<file path="src/rtl/beagleg_pkg.sv">
// Shared defaults and state encoding for the record dispatch path.
package beagleg_pkg;

    localparam int WORD_SIZE_DEFAULT    = 8;
    localparam int RECORD_WORDS_DEFAULT = 16;

    typedef enum logic {
        IDLE = 1'b0,
        HOLD = 1'b1
    } disp_state_e;

endpackage

</file>
<file path="src/rtl/record_dispatcher.sv">
// Moves whole records from a show-ahead fifo into a one-deep output register
// with valid/ready handshake, plus accepted-record count and underrun flag.
module record_dispatcher
    import beagleg_pkg::*;
#(
    parameter int  WordSize       = WORD_SIZE_DEFAULT,
    parameter int  RecordWords    = RECORD_WORDS_DEFAULT,
    localparam int RecordSizeBits = WordSize * RecordWords
) (
    input  logic                      clk,
    input  logic                      rst_n,
    input  logic                      enable,
    input  logic                      fifo_empty,
    input  logic [RecordSizeBits-1:0] fifo_data,
    output logic                      fifo_read_en,
    output logic                      rec_valid,
    output logic [RecordSizeBits-1:0] rec_data,
    input  logic                      rec_ready,
    output logic                      busy,
    output logic                      underrun,
    output logic [15:0]               rec_count,
    input  logic                      clear_stats
);

    disp_state_e               state_q, state_d;
    logic [RecordSizeBits-1:0] rec_data_q, rec_data_d;
    logic [15:0]               rec_count_q, rec_count_d;
    logic                      underrun_q, underrun_d;
    logic                      load;
    logic                      accept;

    // rst_n gates the dequeue so the fifo never advances while we are held in reset.
    always_comb begin
        accept = (state_q == HOLD) && rec_ready;
        load   = rst_n && enable && !fifo_empty
                 && ((state_q == IDLE) || ((state_q == HOLD) && rec_ready));
    end

    always_comb begin
        state_d = state_q;
        case (state_q)
            IDLE:    if (load) state_d = HOLD;
            HOLD:    if (accept && !load) state_d = IDLE;
            default: state_d = IDLE;
        endcase
    end

    // Statistics: clear_stats wins over a same-cycle increment or underrun set.
    always_comb begin
        rec_data_d  = load ? fifo_data : rec_data_q;
        rec_count_d = rec_count_q;
        underrun_d  = underrun_q;
        if (clear_stats) begin
            rec_count_d = 16'd0;
            underrun_d  = 1'b0;
        end else begin
            if (accept) rec_count_d = rec_count_q + 16'd1;
            if (accept && enable && fifo_empty) underrun_d = 1'b1;
        end
    end

    always_ff @(posedge clk or negedge rst_n) begin
        if (!rst_n) begin
            state_q     <= IDLE;
            rec_data_q  <= '0;
            rec_count_q <= 16'd0;
            underrun_q  <= 1'b0;
        end else begin
            state_q     <= state_d;
            rec_data_q  <= rec_data_d;
            rec_count_q <= rec_count_d;
            underrun_q  <= underrun_d;
        end
    end

    always_comb begin
        fifo_read_en = load;
        rec_valid    = (state_q == HOLD);
        busy         = (state_q == HOLD);
        rec_data     = rec_data_q;
        rec_count    = rec_count_q;
        underrun     = underrun_q;
    end

endmodule

</file>
<file path="config.mk">
export PLATFORM = sky130hd
export DESIGN_NAME = record_dispatcher
export DESIGN_NICKNAME = d
export VERILOG_FILES = /design/src/rtl/beagleg_pkg.sv /design/src/rtl/record_dispatcher.sv
export SDC_FILE = /design/constraint.sdc
export NUM_CORES = 1
export LEC_CHECK = 0
export CAP_MARGIN = 20
export CORE_UTILIZATION = 36
export CTS_CLUSTER_SIZE = 25
export DETAILED_ROUTE_END_ITERATION = 6
export GPL_ROUTABILITY_DRIVEN = 0
export PLACE_DENSITY = 0.73
export SLEW_MARGIN = 20
export SYNTH_ARGS = -nofsm -noshare
export SYNTH_HDL_FRONTEND = slang
export SYNTH_SLANG_ARGS = --single-unit
</file>
<file path="constraint.sdc">
create_clock -name clk -period 4.3 [get_ports clk]
set_input_delay 0.86 -clock clk [delete_from_list [all_inputs] [get_ports clk]]
set_output_delay 0.86 -clock clk [all_outputs]
set_load 0.02 [all_outputs]
</file>
==> flow_summary.ini <==
[status]
status = finished, final reports clean

[floorplanning]
num_io_pins = 282
dieHeight_um = 128
coreArea_mm2 = 0.0153
start_util_pct = 37.2
rows = 45
die_w_um = 128
dieArea_mm2 = 0.0163

[sta]
final.period_utilization_pct = 80.2
fmax_ghz = 0.290
rsz0062_at_grt = false
setup_tns_ps = 0
slew_viol_final = 0
worst_slew_pin_slew_ps = 969
clock-skew-final_ps = 10.4
min_period_ps = 3450
setup_ws_ps = 853
finalHoldViolations = 0
setup-violations-final = 0
slew-limit-headroom_pct = 35.4

[final_layout]
fill_cells = 1209
drive_above_1_share_pct = 25.3
design_area_mm2 = 0.00931
nNetsFinal = 786
syn_to_final_growth_pct = 63.3
n_antenna_cell = 0

[placement]
dp_hpwl_mm = 10.6
pre_cts_ws_ps = 854
place_area_mm2 = 0.00870
port_buffers = 281

[synthesis]
ys.flop_type = dfrtp_1
synth.avg_cell_area_um2 = 15.5
yosys-top-cells-area = dfrtp_1 (64%), mux2_2 (25%), buf_4 (2.0%), nor2_1 (1.2%), xnor2_1 (1.1%)
synth_fp_nets = 502
ys.warnings.count = 0
synthTopCellsByCount = dfrtp_1 (146), mux2_2 (129), nor2_1 (18)
yosysSeqAreaShare_pct = 64.1
synth-seq-cells = 146
synth_fa_ha_area_share_pct = 0.219
syn_inst = 367
yosys.cell_count.top_type = dfrtp_1
synth_xor_area_share_pct = 1.84
synth-compound-area-share_pct = 0.658
synth.area.mux_share_pct = 25.7
synth_edf_count = 0
syn-cell-area_mm2 = 0.00570
synth_largest_area_cell = dfrtp_1
synth_top_family_by_area = multiplexers
yosysTopAreaCellShare_pct = 64.1
async_flop_share_pct = 100
synth.distinct_cells = 28
yosys.area_share.simple_pct = 4.94

[cts]
cts.sinks = 146
clockBufferDepth = 2
clk_pin_slew_ps = 60
post-cts-setup-buffers = 0
cts_hold_buf = 0
insertion_delay_ps = 410
cts_buffers = 17
cts-root-buf = clkbuf_16
cts_tree = yes
htreeDepth = 4
post_cts_resized = 0

[critical_path]
reg2reg_to = rec_data[82]$_DFFE_PN0P_
cpPeakStageDelay_ps = 700
crit_family = buffers and inverters
crit_buf_inv = 3
rrSetupSlack_ps = 2260
reg2reg_depth = 3
r2r-start = busy$_DFF_PN0_
crit_required_ps = 3440
cp-end-kind = output port
crit_fanout = 10
critical_path_class = input port to output port
cp_cell_sequence = clkdlybuf4s50_1, inv_1, a21oi_4, clkdlybuf4s50_1
crit_top_cell = clkdlybuf4s50_1
arrival_ps = 2590
cp-start-kind = input port
crit_slowest_cell = clkdlybuf4s50_1

[grt]
grt_start_max_net_pins = 129
first_global_vias = 4407
antenna_found_initial = 0
grt_pass1_wl_mm = 22.5
grt_use_total_pct = 17.9
grt_overflow = 0

[flow_run]
maxCapViolCount = 0

[pwr]
p_leak_nw = 3.80
max-vdd-ir-drop_uv = 227
powerDensity_mw_per_mm2 = 499

[detailed_routing]
drc_errors = 0
viasPerCell = 4.65
wl_mm = 14.4
detail-route-antenna-nets = 0
post_drt_wl_per_cell_um = 16.5
drt-initial-drc-count = 102
vias = 4068
firstDrtPassIters = 4

[worst_hold_path]
hold_path_class = input port to async pin
kinds of logic (layout without fill, tap and decap cells):
| group | after synthesis | count (layout) |
|---|---|---|
| XOR/XNOR | 12 | 12 |
| AND/OR/NAND/NOR | 49 | 49 |
| multiplexers | 130 | 130 |
| buffers and inverters | 23 | 319 |
| flip-flops | 146 | 146 |
| AO/OA/AOI/OAI | 6 | 6 |
| adder cells (fa/ha/maj) | 1 | 1 |
worst reg2reg max path, cell delays in order (launching register included):
cell and delay [ps]:
dfrtp_1 540, a21oi_4 300, buf_12 470, mux2_2 600
metrics by stage:
stage	power, W	std cells	util [%]	hold WS [ps]
global placement	0.00312	843	56.8	488
floorplan	0.00238	367	-	564
global route	0.00486	874	60.8	243
finish	0.00465	874	60.8	263
detailed placement	0.00316	843	56.8	494
CTS	0.00472	874	60.8	241
worst max path at each step:
stage,from,end,cells past startpoint
after global routing,rec_ready,fifo_read_en,4
after global placement,rec_ready,fifo_read_en,4
after detailed placement,rec_ready,fifo_read_en,4
after floorplan,rec_ready,fifo_read_en,5
final,rec_ready,fifo_read_en,4
after CTS,rec_ready,fifo_read_en,4
cell usage in the layout (no fill, tap or decap), types with 2 or more instances in the layout:
cell type          n
and4_1             3
nor4_1             2
inv_1              4
nor2_1            18
buf_4              2
nand4_1            6
clkbuf_16         17
bufinv_16          4
nor2b_1            2
inv_6              2
mux2_2           129
clkinv_2           2
clkbuf_1           2
dfrtp_1          146
clkdlybuf4s50_1  280
xnor2_1            7
nand2_1            5
a21oi_1            2
xor2_1             5
nand3_1            7
clkinv_4           3
flip-flops by register name (all words and copies together) (netlist names):
name and flops:
busy 1, rec_count 16, underrun 1, rec_data 128
power by group:
part	switching (W)	internal, W
sequential	0.000138	0.00164
combinational	0.000601	0.000744
clock	0.000558	0.000972
total	0.00130	0.00335
routing by layer:
metal  routed length (um)  GRT usage [%]  vias up
li1                     -              -     1858
met1                 5460           19.3     2014
met3                 1260           6.89       16
met2                 7470           31.6      180
met4                  201           7.34        0
met5                    0              0        -
layout make-up:
cell class | count | area, um2 | area share (%)
inverters | 4 | 15.0 | 0.161
flip-flops and latches | 146 | 3650 | 39.2
multi-input cells | 198 | 1920 | 20.6
well taps | 211 | 264 | 2.84
clock buffers | 19 | 433 | 4.65
repair buffers | 284 | 2850 | 30.6
clock inverters | 12 | 181 | 1.95
(Power assumes the default switching activity.)
